--- src/rtl/serial_in.sv ---
// serial_in: LSB-first serial word receiver driven by a shared tick, start and repeat.
// Optional macro SERIAL_IN_MAJORITY_EN adds a 3-sample majority vote around mid-bit.
module serial_in #(
    parameter int DATA_BIT     = 16,
    parameter int TICK_PER_BIT = 16
) (
    input  logic                clk,
    input  logic                rst_n,
    input  logic                i_tick,
    input  logic                i_start,
    input  logic                i_stop,
    input  logic                i_repeat,
    input  logic                i_serial,
    output logic [DATA_BIT-1:0] o_data,
    output logic                o_done_tick,
    output logic                o_busy
);
    typedef enum logic [1:0] {S_IDLE = 2'd0, S_RECV = 2'd1, S_DONE = 2'd2} state_t;

    localparam logic [7:0] MID       = 8'(TICK_PER_BIT / 2);
    localparam logic [7:0] LAST_TICK = 8'(TICK_PER_BIT - 1);
    localparam logic [5:0] LAST_BIT  = 6'(DATA_BIT - 1);
`ifdef SERIAL_IN_MAJORITY_EN
    localparam logic [7:0] SHIFT_AT  = MID + 8'd1;
`else
    localparam logic [7:0] SHIFT_AT  = MID;
`endif

    state_t                state, state_next;
    logic   [7:0]          tick_cnt;
    logic   [5:0]          bit_cnt;
    logic   [DATA_BIT-1:0] shift, shift_next;
    logic   [DATA_BIT:0]   shift_cat;
    logic                  sample_bit;
    logic                  tick_last, bit_last, shift_now, word_end;

    assign tick_last = tick_cnt == LAST_TICK;
    assign bit_last  = bit_cnt == LAST_BIT;
    assign shift_now = state == S_RECV && i_tick && tick_cnt == SHIFT_AT;
    assign word_end  = state == S_RECV && !i_stop && i_tick && tick_last && bit_last;
    assign shift_cat = {sample_bit, shift};
    // The last shift can land on the word-end tick, so o_data loads from shift_next.
    assign shift_next = shift_now ? shift_cat[DATA_BIT:1] : shift;

`ifdef SERIAL_IN_MAJORITY_EN
    logic [2:0] vote, vote_next;
    logic [7:0] slot;
    assign slot = tick_cnt - (MID - 8'd1);

    // Drop the current line sample into its slot (MID-1, MID, MID+1) of the vote set.
    always_comb begin
        vote_next = vote;
        if (slot < 8'd3) vote_next[slot[1:0]] = i_serial;
    end

    // Vote register keeps the earlier samples until the deciding tick.
    always_ff @(posedge clk) begin
        if (!rst_n) vote <= '0;
        else if (state == S_RECV && i_tick && slot < 8'd3) vote <= vote_next;
    end

    assign sample_bit = (vote_next[0] & vote_next[1]) | (vote_next[0] & vote_next[2]) |
                        (vote_next[1] & vote_next[2]);
`else
    assign sample_bit = i_serial;
`endif

    // State register.
    always_ff @(posedge clk) begin
        if (!rst_n) state <= S_IDLE;
        else state <= state_next;
    end

    // Next-state decode; abort wins over a coincident tick, illegal codes fall back to idle.
    always_comb begin
        state_next = state;
        case (state)
            S_IDLE:  state_next = i_start ? S_RECV : S_IDLE;
            S_RECV:  state_next = i_stop ? S_IDLE : (word_end ? S_DONE : S_RECV);
            S_DONE:  state_next = i_repeat ? S_RECV : S_IDLE;
            default: state_next = S_IDLE;
        endcase
    end

    // Outputs decoded straight from the state.
    always_comb begin
        o_busy      = state == S_RECV;
        o_done_tick = state == S_DONE;
    end

    // Bit timing counters, shift register and the published word.
    always_ff @(posedge clk) begin
        if (!rst_n) begin
            tick_cnt <= '0;
            bit_cnt  <= '0;
            shift    <= '0;
            o_data   <= '0;
        end else begin
            if (word_end) o_data <= shift_next;
            if (state == S_RECV && !i_stop) begin
                if (i_tick) begin
                    shift    <= shift_next;
                    tick_cnt <= tick_last ? 8'd0 : tick_cnt + 8'd1;
                    if (tick_last && !bit_last) bit_cnt <= bit_cnt + 6'd1;
                end
            end else if (state != S_IDLE || i_start) begin
                tick_cnt <= '0;
                bit_cnt  <= '0;
                shift    <= '0;
            end
        end
    end
endmodule

--- config.mk ---
export PLATFORM = sky130hd
export DESIGN_NAME = serial_in
export DESIGN_NICKNAME = d
export VERILOG_FILES = /design/src/rtl/serial_in.sv
export SDC_FILE = /design/constraint.sdc
export NUM_CORES = 1
export LEC_CHECK = 0
export CORE_ASPECT_RATIO = 0.5
export CORE_UTILIZATION = 40
export DETAILED_ROUTE_END_ITERATION = 10
export SYNTH_ARGS = -nofsm -noshare
export SYNTH_HDL_FRONTEND = slang
export SYNTH_SLANG_ARGS = --single-unit
--- constraint.sdc ---
create_clock -name clk -period 2.41 [get_ports clk]
set_input_delay 0.6025 -clock clk [delete_from_list [all_inputs] [get_ports clk]]
set_output_delay 0.6025 -clock clk [all_outputs]
set_load 0.02 [all_outputs]
# ---- Word-level counts from Yosys, hierarchy flattened
# Cells that the tools add are included.
dict set report classes {
  n_addsub 2
  eq_ne 7
  muxes 17
  n_reduce_logical 15
}
# operator count
set ops {}
lappend ops {{$mux W16} 4}
lappend ops {{$mux W8} 4}
lappend ops {{$mux W6} 4}
lappend ops {{$eq A8 B4 Y1 const B} 2}
lappend ops {{$add A8 B1 Y8 const B} 1}
lappend ops {{$logic_and A1 B1 Y1} 7}
lappend ops {{$add A6 B1 Y6 const B} 1}
lappend ops {{$eq A6 B4 Y1 const B} 1}
lappend ops {{$pmux W2 S3} 1}
lappend ops {{$mux W2} 2}
lappend ops {{$reduce_bool A2 Y1} 2}
lappend ops {{$reduce_and A3 Y1} 1}
lappend ops {{$eq A2 B1 Y1 const B} 1}
lappend ops {{$eq A2 B2 Y1 const B} 1}
lappend ops {{$logic_not A1 Y1} 2}
lappend ops {{$logic_not A2 Y1} 1}
lappend ops {{$mux W1} 2}
lappend ops {{$ne A2 B1 Y1 const B} 1}
lappend ops {{$ne A2 B2 Y1 const B} 1}
lappend ops {{$reduce_and A2 Y1} 1}
lappend ops {{$logic_or A1 B1 Y1} 1}
dict set report totals {
  inputBits 7
  regBits 48
  elab_cells 46
}

# ---- Logic depth before layout (Yosys ltp)
# Gate-level depths: netlist (run 1).
dict set report depth {
  depth_word 8
  ltp_mapped 8
  mapped_depth_nobuf 7
}

# ---- Worst setup path before layout (run 1)
# OpenSTA, ideal clock, no wires.
dict set report synth_path {
  path_kind {in2reg}
  startpoint {in i_tick}
  endpoint {reg bit_cnt[5]}
  required_ps 2340
  stages 7
  arrival_time_ps 1923
  path_slack_ps 417
  cell_sequence {buf_2 -> nor3b_1 -> o21ba_2 -> clkbuf_2 -> or3_1 -> or3_1 -> a21oi_1}
}
dict set report synth_via {
  elab_chain_cells 2
}
# element line
set synth_lines {}
lappend synth_lines {{start, declared} 9} ;# input logic i_tick,
lappend synth_lines {{$ne A2 B2 Y1 (no source line)} -}
lappend synth_lines {{$reduce_and A3 Y1 (no source line)} -}
lappend synth_lines {{end signal, assigned} 104} ;# if (tick_last && !bit_last) bit_cnt <= bit_cnt + 6'd1;
lappend synth_lines {{end, declared} 31} ;# logic [5:0] bit_cnt;
# Every way passes these cells.
# A chain may end at the register's enable or synchronous reset.

# ---- Worst setup path in the final report (run 1)
dict set report layout_path {
  startpoint {reg state[1]}
  endpoint {out o_done_tick}
}
dict set report layout_via {
  elab_chain_cells 1
}
# element line
set layout_lines {}
lappend layout_lines {{start, declared} 29} ;# state_t state, state_next;
lappend layout_lines {{start signal, assigned} 71} ;# else state <= state_next;
lappend layout_lines {{$eq A2 B2 Y1} 88} ;# o_done_tick = state == S_DONE;
lappend layout_lines {{end, declared} 15} ;# output logic o_done_tick,
# Every way passes these cells.

==> reports/metrics.yaml, run 1 <==
worst_setup_path:
  required_ns: 1.81
  crit_chain: "nor2b_1, clkdlybuf4s50_1"
  end_kind: "primary output"
  path_max_fanout: 8
  critPathArrivalTime_ns: 1.58
  reg2reg_slack_ns: 0.45
  worst-setup-path-type: "flip-flop to primary output"
  critPathTopFamily: "buffers and inverters"
  cp_num_buf_inv: 1
  startpoint_type: "flip-flop"
  max_stage_delay_ns: 0.61
  slowest_stage: "clkdlybuf4s50_1"
die:
  die_w_um: 104
  fp-row-count: 18
  die_area_um2: 5500
  io_pins: 25
  start_util: 0.419
  core_area_um2: 4950
  die_y_um: 53.0
pwr:
  totalPowerFinal_mw: 1.58
  powerDensity_nw_per_um2: 617
  p_leak_nw: 0.992
  ir_worst_vdd_mv: 0.274
grt:
  overflow: 0
  grt_max_degree: 18
  grt_pass1_vias: 1433
  grt_pass1_wl_um: 6690
  grt_usage: 0.156
  antenna_found_initial: 0
cells_and_area:
  fillers: 469
  nets: 240
  drive_gt1_frac: 0.130
  antenna_cells: 0
  area_growth_pct: 23.0
placement:
  hpwlAfterDp_um: 2740
  port_buffers: 24
  gp_congestion: 0.755
  place_ws_ns: -0.00423
routing:
  wl_um: 4100
  dr_total_vias: 1564
  dr.pass1.iters: 4
  drc_errors: 0
  ant_nets: 0
  vias_per_cell: 5.20
  avgRoutedWirePerCell_um: 13.6
  drtIter0Drc: 33
timing:
  clock.fmax_mhz: 458
  hold_viol_final: 0
  rsz0062_at_grt: "no"
  period_minus_slack_ns: 2.19
  fin_ws_ns: 0.225
  fin_crit_sh: 0.907
  slew_violations: 0
  setup_viol: 0
  skew_ns: 0.00798
  maxSlewHeadroom: 0.572
  tns_ns: 0
  worstMarginPinSlew_ns: 0.641
clocking:
  cts-root-buf: "clkbuf_8"
  worst_skew_pair.late_latency_ns: 0.30
  clock_sinks: 48
  clk_pin_slew_ns: 0.10
  cts_buffer_depth: 2
  ctsHoldBuffers: 0
  cts_setup_buffers: 0
  tritoncts: "built"
  htree_num_levels: 2
  cts_buffers: 5
  ctsResizeCount: 0
job:
  maxCapViolations: 0
logic_synthesis:
  synth-seq-cells: 48
  ys.flop_type: "dfxtp_1"
  synth_edf_count: 0
  synth_top_cell_area_share: 0.463
  synthArstFlopShare: 0
  syn_inst: 201
  synth_top_area_cell: "dfxtp_1"
  yosys-top-cells-area: "dfxtp_1 46%, mux2i_1 8.2%, a22o_1 6.7%"
  ys_warn_count: 0
  syn_area_per_cell_um2: 10.3
  ys_seq_area_frac: 0.463
  syn-num-nets: 211
  ys_types: 42
  synth_area_um2: 2080
outcome:
  status: "complete, no violations"
min_path:
  min_path_type: "flip-flop to flip-flop"
-- placed cells by master, fill, tap and decap left out, drive strengths merged, types with 3 or more instances in the layout --
cell / count
mux2i: 17
inv: 8
clkdlybuf4s50: 24
o21ai: 4
or3: 5
nand4: 6
nand2: 9
o2bb2ai: 16
a22o: 16
clkbuf: 5
buf: 8
nand3: 5
nor3b: 3
ha: 3
dfxtp: 48
nor3: 4
nor2: 13
xor2: 4
a21oi: 7
-- state kept, by name (all words and copies together) (netlist names) --
name      count
bit_cnt       6
o_data       16
shift        16
state         2
tick_cnt      8
-- layer usage --
metal  vias up  wire (um)  global-route usage
li1        811          -                   -
met1       727       2210               0.204
met2        22       1760               0.254
met3         4        117              0.0443
met4         0         20              0.0429
met5         -          0                   0
-- where the power goes --
part | switching [mW] | total (mW) | internal (mW)
logic | 0.0461 | 0.0768 | 0.0307
registers | 0.00242 | 0.797 | 0.794
clock network | 0.285 | 0.703 | 0.418
-- logic make-up (layout without fill, tap and decap cells) --
logic type	count (synthesis)	in the layout	synth area share
flops	48	48	0.463
xor+xnor	4	4	0.0169
simple gates	53	53	0.156
mux	18	18	0.0873
fa+ha+maj	3	3	0.0181
buf+inv	17	47	0.0355
compound gates	58	58	0.223
-- metrics by stage --
step	area, um2	utilization	cells	hold WS [ns]
after global routing	2550	0.516	301	0.486
after global placement	2420	0.488	293	0.446
after floorplan	2080	-	201	0.449
after CTS	2550	0.516	301	0.474
final	2550	0.516	301	0.467
after detailed placement	2420	0.488	293	0.446
-- cell type report --
cell class / count / area (um2) / area share
Clock buffer: 5 / 68.8 / 0.0269
Timing Repair Buffer: 32 / 300 / 0.118
Sequential cell: 48 / 961 / 0.376
Inverter: 7 / 26.3 / 0.0103
Clock inverter: 3 / 68.8 / 0.0269
Tap cell: 70 / 87.6 / 0.0343
Multi-Input combinational cell: 136 / 1040 / 0.408
-- cell usage after synthesis, types with 3 or more instances --
| library cell | instances |
|---|---|
| xor2_1 | 4 |
| a21oi_1 | 7 |
| o2bb2ai_1 | 16 |
| nand3_1 | 5 |
| dfxtp_1 | 48 |
| or3_1 | 5 |
| a22o_1 | 16 |
| mux2i_1 | 17 |
| inv_1 | 7 |
| ha_1 | 3 |
| nand4_1 | 4 |
| buf_2 | 7 |
| nand2_1 | 8 |
| o21ai_0 | 4 |
| nor2_1 | 12 |
-- path summary, 6_finish.rpt --
check	startpoint	endpoint	cells after the start
min reg2reg	o_data[12]	o_data[12]	1
max	state[1]	o_done_tick	2
max reg2reg	bit_cnt[0]	o_data[8]	7
min	o_data[12]	o_data[12]	1
Power figures use the tool's default switching activity.
==> run 2: changes to the inputs <==
- CTS_CLUSTER_SIZE: not set -> 25
- GPL_TIMING_DRIVEN: not set -> 0
==> run 2 against run 1 <==
Register-to-register slack got worse by 0.30 ns; design area decreased by 1.7%; worst setup slack got worse by 0.070 ns; sequential share of layout area increased by 0.66 points; utilization decreased by 0.88 points; sequential cell count unchanged; hold slack improved by 0.0015 ns; combinational power decreased by 4.9%; fmax decreased by 3.1%; via count increased by 3.6%; clock power decreased by 11%; count of clock-buffer cells in the layout increased by 1; largest cell class unchanged; largest power group unchanged; highest routed layer unchanged.
==> reports/metrics.yaml, run 2 (same netlist as run 1, synthesis figures left out) <==
cells_and_area:
  top_regs: "o_data (16), shift (16), tick_cnt (8)"
  final_area_um2: 2510  # -1.7%
  antenna_cells: 0  # unchanged
  final_cell_mix: "48 x dfxtp_1, 22 x clkdlybuf4s50_1, 17 x mux2i_1, 16 x o2bb2ai_1, 16 x a22o_1"
  final_common_cell: "dfxtp_1"
  area_growth_pct: 20.9
  nets: 240  # unchanged
  drive_gt1_frac: 0.130  # unchanged
  fillers: 479  # +2.1%
pwr:
  powerDensity_nw_per_um2: 595  # -3.5%
  p_leak_nw: 0.975  # -1.7%
  ir_worst_vdd_mv: 0.238  # -13%
  pwr-share-seq: 0.533  # +0.028
  p_switching_mw: 0.336  # +0.51%
  swShare: 0.224  # +0.0127
  internal_power_mw: 1.16  # -6.7%
  clkPwrFrac: 0.418  # -0.028
  p_comb_frac: 0.049  # about the same
grt:
  grt_pass1_wl_um: 6800  # +1.6%
  grt_usage: 0.161  # +0.00530
  antenna_found_initial: 0  # unchanged
  grt_pass1_vias: 1448  # +1.0%
  grt_max_degree: 16  # -2
  overflow: 0  # unchanged
worst_setup_path:
  worstSetupStartpoint: "bit_cnt[0]"
  r2r_start: "bit_cnt[0]"
  path_max_fanout: 10  # +2
  critPathArrivalTime_ns: 2.45  # +0.87 ns
  required_ns: 2.61  # +0.80 ns
  worst-setup-path-type: "flip-flop to flip-flop"
  crit_chain: "ha_1, nand3_1, or3_1, nor3_2, a31oi_1, buf_2, o2bb2ai_1"
  end_kind: "flip-flop"
  slowest_stage: "dfxtp_1"
  max_stage_delay_ns: 0.39  # -0.22 ns
  startpoint_type: "flip-flop"
placement:
  hpwlAfterDp_um: 2870  # +4.8%
  gp_congestion: 0.757  # +0.29%
  port_buffers: 22  # -8.3%
  place_area_um2: 2380  # -1.3%
die:
  die_y_um: 53.0  # unchanged
  io_pins: 25  # unchanged
  fp-row-count: 18  # unchanged
  die_w_um: 104  # unchanged
  die_area_um2: 5500  # unchanged
  start_util: 0.419  # unchanged
  core_area_um2: 4950  # unchanged
timing:
  skew_ns: 0.00816  # +0.000179 ns
  maxSlewHeadroom: 0.500  # -0.0720
  clock.fmax_mhz: 443  # -3.1%
  worstMarginPinSlew_ns: 0.746  # +0.105 ns
  fin_crit_sh: 0.936  # +0.0292
  slew_violations: 0  # unchanged
  setup_viol: 0  # unchanged
  hold_viol_final: 0  # unchanged
  rsz0062_at_grt: "no"
  tns_ns: 0  # unchanged
  period_minus_slack_ns: 2.26  # +0.0705 ns
outcome:
  status: "complete, no violations"
clocking:
  htree_num_levels: 2  # unchanged
  cts_buffer_depth: 2  # unchanged
  clock_sinks: 48  # unchanged
  cts_buffers: 5  # unchanged
  ctsHoldBuffers: 0  # unchanged
  tritoncts: "built"
  cts-root-buf: "clkbuf_8"
  worst_skew_pair.late_latency_ns: 0.30  # about the same
  ctsResizeCount: 0  # unchanged
  cts_setup_buffers: 0  # unchanged
  clk_pin_slew_ns: 0.09  # about the same
routing:
  avgRoutedWirePerCell_um: 14.0  # +2.4%
  ant_nets: 0  # unchanged
  drc_errors: 0  # unchanged
  dr.pass1.iters: 4  # unchanged
  wl_um: 4200  # +2.4%
  drtIter0Drc: 48  # +45%
  vias_per_cell: 5.38  # +3.6%
  dr_total_vias: 1620  # +3.6%
min_path:
  min_path_type: "flip-flop to flip-flop"
  hold_start: "o_data[10]"
job:
  maxCapViolations: 0  # unchanged
-- run 2: path summary, 6_finish.rpt --
check,endpoint,slack [ns],cells after the start
max,o_data[1],0.15,7
min,o_data[10],0.47,1
max reg2reg,o_data[1],0.15,7
min reg2reg,o_data[10],0.47,1
-- run 2: area by class of cell --
type                            instances  area [um2]  share of cell area
Buffer                                 10        47.5              0.0189
Clock inverter                          2        38.8              0.0154
Clock buffer                            6        82.6              0.0329
Multi-Input combinational cell        136        1050               0.417
Sequential cell                        48         961               0.383
Tap cell                               70        87.6              0.0349
Inverter                                7        26.3              0.0105
Timing Repair Buffer                   22         220              0.0877
-- run 2: per-layer routing --
metal  wire length, um  GRT usage  up-vias
met4                24     0.0571        0
met1              2130      0.208      779
met5                 0          0        -
met3               156     0.0480        2
met2              1890      0.259       27
li1                  -          -      812
-- run 2: power by group through the flow --
| stage | logic (mW) | registers [mW] | clock network [mW] |
|---|---|---|---|
| 2_1_floorplan | 0.0469 | 0.814 | 0 |
| 3_3_place_gp | 0.0705 | 0.815 | 0 |
| 3_5_place_dp | 0.0715 | 0.815 | 0 |
| 4_1_cts | 0.0717 | 0.797 | 0.644 |
| 5_1_grt | 0.0797 | 0.797 | 0.666 |
| 6_report | 0.0730 | 0.796 | 0.625 |
-- run 2: critical path: cells and delay by family (launching register included) --
family,cells,cell delay [ns]
compound gates,2,0.47
fa+ha+maj,1,0.18
buf+inv,1,0.31
flops,1,0.39
simple gates,3,0.78
-- run 2: metrics by stage --
stage	total power, mW	hold WS, ns	instances	setup WS [ns]	utilization
detailed placement	0.887	0.446	293	-0.178	0.481
global placement	0.885	0.447	293	-0.127	0.481
CTS	1.51	0.474	301	0.152	0.506
floorplan	0.861	0.449	201	0.417	-
finish	1.49	0.469	301	0.154	0.507
global route	1.54	0.485	301	0.0111	0.507
